File: config.mk
export PLATFORM = sky130hd
export DESIGN_NAME = uart_rx_param
export DESIGN_NICKNAME = d
export VERILOG_FILES = /design/src/rtl/uart_rx_param.sv
export SDC_FILE = /design/constraint.sdc
export NUM_CORES = 1
export LEC_CHECK = 0
export CAP_MARGIN = 0
export CORE_AREA = 2 2 80 51
export DETAILED_ROUTE_END_ITERATION = 7
export DIE_AREA = 0 0 82 53
export MAX_ROUTING_LAYER = met4
export PLACE_DENSITY = 0.82
export SYNTH_ARGS = -nofsm -noshare
export SYNTH_HDL_FRONTEND = slang
export SYNTH_SLANG_ARGS = --single-unit
File: constraint.sdc
create_clock -name rx_clk -period 5.2 [get_ports rx_clk]
set_input_delay 1.04 -clock rx_clk [delete_from_list [all_inputs] [get_ports rx_clk]]
set_output_delay 1.04 -clock rx_clk [all_outputs]
set_load 0.02 [all_outputs]
File: src/rtl/uart_rx_param.sv
// Parameterised UART receiver: 2-flop synchronised line, mid-bit sampling,
// optional parity, 1 or 2 stop bits, one-word holding register with valid/ready.
module uart_rx_param #(
    parameter int CLKS_PER_BIT = 521,
    parameter int DATA_BITS    = 8,
    parameter int PARITY       = 0,
    parameter int STOP_BITS    = 1
) (
    input  logic                 rx_clk,
    input  logic                 rst,
    input  logic                 rx_in,
    output logic [DATA_BITS-1:0] rx_data,
    output logic                 rx_valid,
    input  logic                 rx_ready,
    output logic                 parity_err,
    output logic                 frame_err,
    output logic                 overrun,
    output logic                 busy
);

    localparam int                CNT_W         = $clog2(CLKS_PER_BIT);
    localparam int                HALF          = (CLKS_PER_BIT - 1) / 2;
    localparam logic [CNT_W-1:0]  CNT_BIT_LAST  = CNT_W'(CLKS_PER_BIT - 1);
    localparam logic [CNT_W-1:0]  CNT_HALF_LAST = CNT_W'(HALF - 1);
    localparam logic [3:0]        DATA_LAST     = 4'(DATA_BITS - 1);
    localparam logic [3:0]        STOP_LAST     = 4'(STOP_BITS - 1);
    localparam logic              PAR_ODD       = (PARITY == 1);

    typedef enum logic [2:0] {
        S_IDLE, S_START, S_DATA, S_PARITY, S_STOP, S_WAIT_IDLE
    } state_e;

    state_e                 state_q, state_d;
    logic [1:0]             sync_q;
    logic [CNT_W-1:0]       cnt_q, cnt_d;
    logic [3:0]             bit_cnt_q, bit_cnt_d;
    logic [DATA_BITS-1:0]   shift_q, shift_d;
    logic                   par_flag_q, par_flag_d;
    logic                   frm_flag_q, frm_flag_d;
    logic [DATA_BITS-1:0]   rx_data_q, rx_data_d;
    logic                   rx_valid_q, rx_valid_d;
    logic                   parity_err_q, parity_err_d;
    logic                   frame_err_q, frame_err_d;
    logic                   overrun_q, overrun_d;
    logic                   rx_s;
    logic                   tick;
    logic                   complete;

    assign rx_s = sync_q[1];
    assign tick = (cnt_q == CNT_BIT_LAST);

    // NOTE: every flop is updated with <= so all registers see pre-edge values;
    // blocking assignments here would make results depend on statement order.
    always_ff @(posedge rx_clk or posedge rst) begin
        if (rst) begin
            state_q      <= S_IDLE;
            sync_q       <= 2'b11;
            cnt_q        <= '0;
            bit_cnt_q    <= '0;
            shift_q      <= '0;
            par_flag_q   <= 1'b0;
            frm_flag_q   <= 1'b0;
            rx_data_q    <= '0;
            rx_valid_q   <= 1'b0;
            parity_err_q <= 1'b0;
            frame_err_q  <= 1'b0;
            overrun_q    <= 1'b0;
        end else begin
            state_q      <= state_d;
            sync_q       <= {sync_q[0], rx_in};
            cnt_q        <= cnt_d;
            bit_cnt_q    <= bit_cnt_d;
            shift_q      <= shift_d;
            par_flag_q   <= par_flag_d;
            frm_flag_q   <= frm_flag_d;
            rx_data_q    <= rx_data_d;
            rx_valid_q   <= rx_valid_d;
            parity_err_q <= parity_err_d;
            frame_err_q  <= frame_err_d;
            overrun_q    <= overrun_d;
        end
    end

    // NOTE: each variable gets its hold value first so no path leaves it
    // unassigned; that is what keeps this block from inferring latches.
    always_comb begin
        state_d    = state_q;
        cnt_d      = cnt_q;
        bit_cnt_d  = bit_cnt_q;
        shift_d    = shift_q;
        par_flag_d = par_flag_q;
        frm_flag_d = frm_flag_q;
        complete   = 1'b0;

        case (state_q)
            S_IDLE: begin
                cnt_d     = '0;
                bit_cnt_d = '0;
                if (!rx_s) begin
                    state_d    = S_START;
                    par_flag_d = 1'b0;
                    frm_flag_d = 1'b0;
                end
            end
            S_START: begin
                if (cnt_q == CNT_HALF_LAST) begin
                    cnt_d   = '0;
                    state_d = rx_s ? S_IDLE : S_DATA;
                end else begin
                    cnt_d = cnt_q + 1'b1;
                end
            end
            S_DATA: begin
                if (tick) begin
                    cnt_d = '0;
                    for (int i = 0; i < DATA_BITS; i++) begin
                        if (bit_cnt_q == 4'(i)) shift_d[i] = rx_s;
                    end
                    if (bit_cnt_q == DATA_LAST) begin
                        bit_cnt_d = '0;
                        state_d   = (PARITY != 0) ? S_PARITY : S_STOP;
                    end else begin
                        bit_cnt_d = bit_cnt_q + 4'd1;
                    end
                end else begin
                    cnt_d = cnt_q + 1'b1;
                end
            end
            S_PARITY: begin
                if (tick) begin
                    cnt_d      = '0;
                    par_flag_d = ((^shift_q) ^ rx_s) != PAR_ODD;
                    state_d    = S_STOP;
                end else begin
                    cnt_d = cnt_q + 1'b1;
                end
            end
            S_STOP: begin
                if (tick) begin
                    cnt_d      = '0;
                    frm_flag_d = frm_flag_q | ~rx_s;
                    if (bit_cnt_q == STOP_LAST) begin
                        complete  = 1'b1;
                        bit_cnt_d = '0;
                        // A low final stop means the line may be in break; wait it out.
                        state_d   = rx_s ? S_IDLE : S_WAIT_IDLE;
                    end else begin
                        bit_cnt_d = bit_cnt_q + 4'd1;
                    end
                end else begin
                    cnt_d = cnt_q + 1'b1;
                end
            end
            S_WAIT_IDLE: begin
                if (rx_s) state_d = S_IDLE;
            end
            default: state_d = S_IDLE;
        endcase
    end

    always_comb begin
        rx_data_d    = rx_data_q;
        rx_valid_d   = rx_valid_q;
        parity_err_d = parity_err_q;
        frame_err_d  = frame_err_q;
        overrun_d    = 1'b0;

        if (complete && (!rx_valid_q || rx_ready)) begin
            rx_data_d    = shift_q;
            parity_err_d = par_flag_q;
            frame_err_d  = frm_flag_d;
            rx_valid_d   = 1'b1;
        end else if (complete) begin
            overrun_d = 1'b1;
        end else if (rx_valid_q && rx_ready) begin
            rx_valid_d = 1'b0;
        end
    end

    assign rx_data    = rx_data_q;
    assign rx_valid   = rx_valid_q;
    assign parity_err = parity_err_q;
    assign frame_err  = frame_err_q;
    assign overrun    = overrun_q;
    assign busy       = (state_q != S_IDLE);

endmodule

==> metrics.md, run 1 <==
| Metric | Value |
|---|---|
| Storage cell area | `1030 um^2` |
| Setup-failing EPs final | `0` |
| Mapped Area | `2160 um^2` |
| Setup TNS | `0 ps` |
| FP Rows | `17` |
| Mapped Avg Cell Area | `10.8 um^2` |
| Detail Placement HPWL | `2950 um` |
| Root Buffer | `clkbuf_8` |
| Post-synth EDFFs | `0` |
| Hold Crit Class | `flop to flop` |
| Area Overhead vs Synth | `15.7%` |
| Share of flip-flops with an asynchronous set or reset | `100%` |
| Post-synth top cells | `dfrtp_1 (39), nand2_1 (22), nor2_1 (14)` |
| CTS clock-pin slew for the worst setup and hold paths | `80 ps` |
| ANT nets after route | `0` |
| Setup Buffers After CTS | `0` |
| Reg power frac | `50.9%` |
| Combinational share of power | `1.7%` |
| # hold bufs at CTS | `0` |
| Max stage delay on crit path | `580 ps` |
| Final Cell Area | `2490 um^2` |
| Post-synthesis mux area share | `11.8%` |
| Final hold vios | `0` |
| Die height | `53 um` |
| Commonest register cell after synthesis | `dfrtp_1` |
| Clock latency on the worst-skew pair | `290 ps` |
| Starting Density | `60.3%` |
| Critical path capture point type | `output port` |
| Cell chain of the critical path | `or3_1 -> clkdlybuf4s50_1` |
| Detailed Route WL | `4310 um` |
| Fillers | `241` |
| Antenna Cells | `0` |
| Yosys warnings | `0` |
| Simple-Gate Fraction of Synth Area | `19.6%` |
| Slew HR | `46.9%` |
| Worst VDD drop | `0.146 mV` |
| Power Density | `254 nW/um^2` |
| First drt pass iteration count | `4` |
| Critical Path RT | `4160 ps` |
| IO Port Bufs | `16` |
| Critical path's slowest cell | `clkdlybuf4s50_1` |
| Post-Synth Adder-Cell Area | `3.48%` |
| Crit path kind | `flop to output port` |
| Largest net degree at the start of global routing | `42` |
| First-pass GRT wire length | `7420 um` |
| Vias in the first global route | `1529` |
| Core Box Area | `3570 um^2` |
| GRT Total Usage | `23.8%` |
| RSZ-0062 raised after global routing | `false` |
| Placement-stage cell area | `2360 um^2` |
| CTS tree | `yes` |
| Switching pwr | `118 uW` |
| Peak Freq | `0.339 GHz` |
| Via density | `5.83` |
| Total of max-cap violations | `0` |
| Post-CTS sizing | `0` |
| LEAKAGE | `0.00108 uW` |
| Most frequent cell after synthesis | `dfrtp_1` |
| Final min period | `2950 ps` |
| Mapped Nets | `209` |
| Largest family of logic cells by synthesized area | `simple AND/OR/NAND/NOR gates` |
| Flop-to-flop setup slack | `2430 ps` |
| Die Width | `82 um` |
| Die area | `4350 um^2` |
| Total gr overflow | `0` |
| Post-synthesis sequential area ratio | `47.7%` |
| Post-Synth XOR/XNOR Area | `6.09%` |
| Nets | `228` |
| Synth area leader | `dfrtp_1` |
| DRT iter0 DRCs | `110` |
| TritonCTS buffer count | `5` |
| Critical path buffer and inverter count | `1` |
| Critical Path Start Type | `flop` |
| Net Sw Frac | `18.6%` |
| Tcrit/Tclk final | `56.7%` |
| Clock sink count | `41` |
| Seq cells post-synth | `41` |
| Slew Limit Fails | `0` |
| Wire per inst | `16.2 um` |
| Synth Area in Compound Gates | `8.59%` |
| CP arrival | `1910 ps` |
| Remaining DRCs | `0` |
| Cells after synthesis | `199` |
| Synth cell types | `48` |
| Internal power | `515 uW` |
| CTS Buffer Depth | `2` |
| Worst-path fanout max | `15` |
| Pin slew with the least headroom to its limit | `796 ps` |
| Cell family with most CP delay | `buffers and inverters` |
| Share of layout cells above drive strength 1 | `16.4%` |
| Final RePlAce weighted congestion | `0.856` |
| H-Tree Level Count | `2` |
| I/O pins | `17` |
| Combined area of the multi-input logic cells | `1070 um^2` |
| Via count | `1552` |
| Top post-synthesis cells by area | `dfrtp_1 (45%), mux2_4 (5.6%), mux2_2 (4.2%)` |
| Top cell type's share of synthesized area | `45.3%` |
| Clock power share | `47.4%` |
| Outcome | `complete, no violations` |
| Initial antenna violation count | `0` |
| Clk_skew | `6.87 ps` |
==> layer usage <==
layer / vias up / global-route usage [%] / wire length [um]
met5: - / - / 0
met4: 0 / 5.28 / 38
met3: 7 / 6.66 / 268
met2: 47 / 34.8 / 1900
met1: 763 / 33.3 / 2100
li1: 735 / - / -
==> cell families after synthesis <==
family / after synthesis
adder cells (fa/ha/maj): 6
AND/OR/NAND/NOR: 73
AO/OA/AOI/OAI: 29
buffers and inverters: 15
multiplexers: 20
XOR/XNOR: 15
flip-flops: 41
==> final cells by class <==
| type | count | area share (%) |
|---|---|---|
| multi-input cells | 143 | 42.8 |
| repair buffers | 17 | 6.72 |
| flip-flops and latches | 41 | 41.2 |
| well taps | 47 | 2.36 |
| clock buffers | 5 | 2.76 |
| inverters | 10 | 1.51 |
| clock inverters | 3 | 2.61 |
==> power by group through the flow <==
stage	Clock [uW]	Combinational, uW	Sequential (uW)
floorplan	0	7.55	327
global placement	0	10.9	328
detailed placement	0	11.3	328
CTS	304	11.4	322
global route	319	12.9	322
finish	300	10.8	322
==> path summary, 6_finish.rpt <==
check                                            start  depth (start not counted)                     end
worst max-delay path            state_q[1]$_DFFE_PP0P_                          2                    busy
worst min-delay path               sync_q[0]$_DFF_PP1_                          0     sync_q[1]$_DFF_PP1_
worst max register to register    cnt_q[5]$_DFFE_PP0P_                          5  rx_data[4]$_DFFE_PP0P_
worst min register to register     sync_q[0]$_DFF_PP1_                          0     sync_q[1]$_DFF_PP1_
max in group asynchronous                          rst                          3     sync_q[1]$_DFF_PP1_
min in group asynchronous                          rst                          3    cnt_q[0]$_DFFE_PP0P_
==> stage by stage <==
stage / worst slack, ps / util (%) / total power (uW) / cells / hold WS (ps)
after floorplan: 3050 / - / 334 / 199 / 345
after global placement: 2450 / 66.0 / 339 / 258 / 347
after detailed placement: 2350 / 66.0 / 339 / 258 / 349
after CTS: 2250 / 69.8 / 638 / 266 / 363
after global routing: 2130 / 69.8 / 654 / 266 / 367
final: 2250 / 69.8 / 632 / 266 / 364
==> cells in the final DEF (no fill, tap or decap), types with 2 or more instances in the layout <==
cell and count:
dfrtp_1 39, nand2_1 22, clkdlybuf4s50_1 16, nor2_1 14, xnor2_1 10, inv_1 10
a21oi_1 8, mux2_2 8, o21ai_0 8, mux2_4 8, ha_1 6, nor3_1 5
nand3_1 5, xor2_1 5, clkbuf_8 5, nor2b_1 3, or3_1 3, mux2_1 3
nand2b_1 2, and3_1 2, o211ai_1 2, nor4_4 2, o21a_1 2, and4_1 2
bufinv_16 2, dfstp_2 2
==> state kept, by name (all words and copies together), names as in the netlist <==
signal	cells
rx_data	8
cnt_q	10
par_flag_q	1
state_q	3
bit_cnt_q	4
overrun	1
rx_valid	1
frame_err	1
sync_q	2
parity_err	1
frm_flag_q	1
shift_q	8
==> worst reg2reg max path, delay by kind of cell, from the launching register on <==
family / cells / cell delay, ps
AND/OR/NAND/NOR: 4 / 1820
flip-flops: 1 / 420
multiplexers: 1 / 420
Note: power is estimated with default switching activity, not from simulation.
==> inputs of run 2 (changes only) <==
--- a/config.mk
+++ b/config.mk
@@ -6,11 +6,11 @@
 export NUM_CORES = 1
 export LEC_CHECK = 0
 export CAP_MARGIN = 0
-export CORE_AREA = 2 2 80 51
+export CORE_AREA = 2 2 83 53
 export DETAILED_ROUTE_END_ITERATION = 7
-export DIE_AREA = 0 0 82 53
+export DIE_AREA = 0 0 85 55
 export MAX_ROUTING_LAYER = met4
-export PLACE_DENSITY = 0.82
+export PLACE_DENSITY = 0.76
 export SYNTH_ARGS = -nofsm -noshare
 export SYNTH_HDL_FRONTEND = slang
 export SYNTH_SLANG_ARGS = --single-unit
==> constraint.sdc (replaced) <==
create_clock -name rx_clk -period 3 [get_ports rx_clk]
set_input_delay 0.6 -clock rx_clk [delete_from_list [all_inputs] [get_ports rx_clk]]
set_output_delay 0.6 -clock rx_clk [all_outputs]
set_load 0.02 [all_outputs]
==> run 2 against run 1 <==
  * Hold slack improved by 0.62 ps
  * Design area rose by 0.60%
  * First-iteration DRC count fell by 1.8%
  * Flip-flop and latch count did not move
  * Wire length fell by 6.5%
  * Clock-buffer cell count did not move
  * Clock power rose by 81%
  * Sequential share of layout area fell by 0.25 points
  * Die area rose by 7.6%
  * Total power rose by 77%
  * Via count fell by 5.6%
  * Final cell count rose by 1.5%
  * Critical endpoint unchanged
  * Largest cell class unchanged
  * Largest power group unchanged
==> metrics.md, run 2 (synthesized netlist as in run 1, its figures left out) <==
| Metric | Value |
|---|---|
| Clock latency on the worst-skew pair | `300 ps` |
| Clock sink count | `41` |
| # hold bufs at CTS | `0` |
| Final setup margin | `495 ps` |
| Root Buffer | `clkbuf_8` |
| Antenna Cells | `0` |
| Setup TNS | `0 ps` |
| CP arrival | `1900 ps` |
| Pin slew with the least headroom to its limit | `544 ps` |
| Placement-stage cell area | `2370 um^2` |
| Clk_skew | `3.68 ps` |
| Outcome | `complete, no violations` |
| Power Density | `446 nW/um^2` |
| Tcrit/Tclk final | `83.5%` |
| First-pass GRT wire length | `6580 um` |
| Critical Path RT | `2400 ps` |
| Dpl cells | `262` |
| Largest net degree at the start of global routing | `42` |
| Post-place setup slack | `630 ps` |
| GRT Total Usage | `19.6%` |
| Commonest non-fill, non-tap cell in the layout | `dfrtp_1` |
| Initial antenna violation count | `0` |
| Largest register FFs | `10` |
| Crit path kind | `flop to output port` |
| First drt pass iteration count | `4` |
| FP Rows | `18` |
| Die area | `4680 um^2` |
| CTS Buffer Depth | `2` |
| LEAKAGE | `0.00109 uW` |
| Die height | `55 um` |
| Worst reg2reg startpoint | `cnt_q[5]$_DFFE_PP0P_` |
| Detailed Route WL | `4030 um` |
| Total gr overflow | `0` |
| R2R cell count | `6` |
| Final hold vios | `0` |
| Critical Path Start Type | `flop` |
| Flop-to-flop setup slack | `640 ps` |
| Hold Crit Class | `flop to flop` |
| Final RePlAce weighted congestion | `0.849` |
| Worst hold stages | `0` |
| Core Box Area | `3940 um^2` |
| Final cell count without fillers | `270` |
| Detail Placement HPWL | `2810 um` |
| Worst-path fanout max | `15` |
| ANT nets after route | `0` |
| Slew HR | `63.4%` |
| Post-CTS sizing | `0` |
| Via density | `5.43` |
| Final min period | `2500 ps` |
| Remaining DRCs | `0` |
| IO Port Bufs | `16` |
| Vias in the first global route | `1336` |
| Most flop-heavy register | `cnt_q` |
| Setup-failing EPs final | `0` |
| Final Cell Area | `2510 um^2` |
| Area Overhead vs Synth | `16.4%` |
| Critical path capture point type | `output port` |
| Reg-to-Reg End | `rx_data[3]$_DFFE_PP0P_` |
| CTS clock-pin slew for the worst setup and hold paths | `80 ps` |
| Share of layout cells above drive strength 1 | `16.8%` |
| H-Tree Level Count | `2` |
| Peak Freq | `0.399 GHz` |
| I/O pins | `17` |
| TritonCTS buffer count | `5` |
| Wire per inst | `14.9 um` |
| RSZ-0062 raised after global routing | `false` |
| Setup Buffers After CTS | `0` |
| Worst Hold Launch | `sync_q[0]$_DFF_PP1_` |
| Hold Crit Endpoint | `sync_q[1]$_DFF_PP1_` |
| Commonest non-fill, non-tap cells in the layout | `dfrtp_1 (39), nand2_1 (22), clkdlybuf4s50_1 (16), nor2_1 (14)` |
| Via count | `1465` |
| CTS tree | `yes` |
| Worst VDD drop | `0.327 mV` |
| Starting Density | `54.7%` |
| Total of max-cap violations | `0` |
| DRT iter0 DRCs | `108` |
| Die Width | `85 um` |
| Slew Limit Fails | `0` |
| Nets | `229` |
==> run 2: cell count changes in the layout (fill, tap and decap cells not counted) <==
cell,change
buf_4,+1
clkinv_2,-1
inv_6,+1
==> run 2: cell type report <==
type                       count  area, um^2
inverter                      10        37.5
timing repair buffer          18         175
clock buffer                   5        68.8
sequential                    41        1030
clock inverter                 3        68.8
fill                         309        1430
tap                           50        62.6
multi-input combinational    143        1070
==> run 2: metrics by stage <==
stage / total power (uW) / util, % / hold WS (ps)
floorplan: 580 / - / 345
global placement: 588 / 60.2 / 346
detailed placement: 589 / 60.2 / 354
CTS: 1130 / 63.7 / 366
global route: 1170 / 63.7 / 370
finish: 1120 / 63.7 / 364
==> run 2: worst max-delay path by stage <==
stage	from	slack, ps	end	cells past startpoint
floorplan	cnt_q[5]$_DFFE_PP0P_	850	state_q[1]$_DFFE_PP0P_	5
global placement	cnt_q[5]$_DFFE_PP0P_	770	rx_data[4]$_DFFE_PP0P_	6
detailed placement	cnt_q[5]$_DFFE_PP0P_	630	rx_data[3]$_DFFE_PP0P_	6
CTS	state_q[1]$_DFFE_PP0P_	520	busy	2
global route	state_q[1]$_DFFE_PP0P_	440	busy	2
finish	state_q[1]$_DFFE_PP0P_	500	busy	2
==> run 2: where the power goes <==
group          switching (uW)  internal, uW  total [uW]
Combinational            11.7          6.76        18.5
Sequential               3.37           555         558
Clock                     207           335         542
==> run 2: per-layer routing <==
metal	vias to the layer above	share of wire [%]	GRT usage, %	wire length, um
met5	-	0	-	0
met4	0	0.67	4.76	27
met3	4	4.7	6.97	189
met2	31	41	25.8	1630
met1	688	54	28.4	2180
li1	742	-	-	-
==> run 2: worst max-delay path: stages (launching register included) <==
cell	delay, ps
dfrtp_1	550
or3_1	490
clkdlybuf4s50_1	570
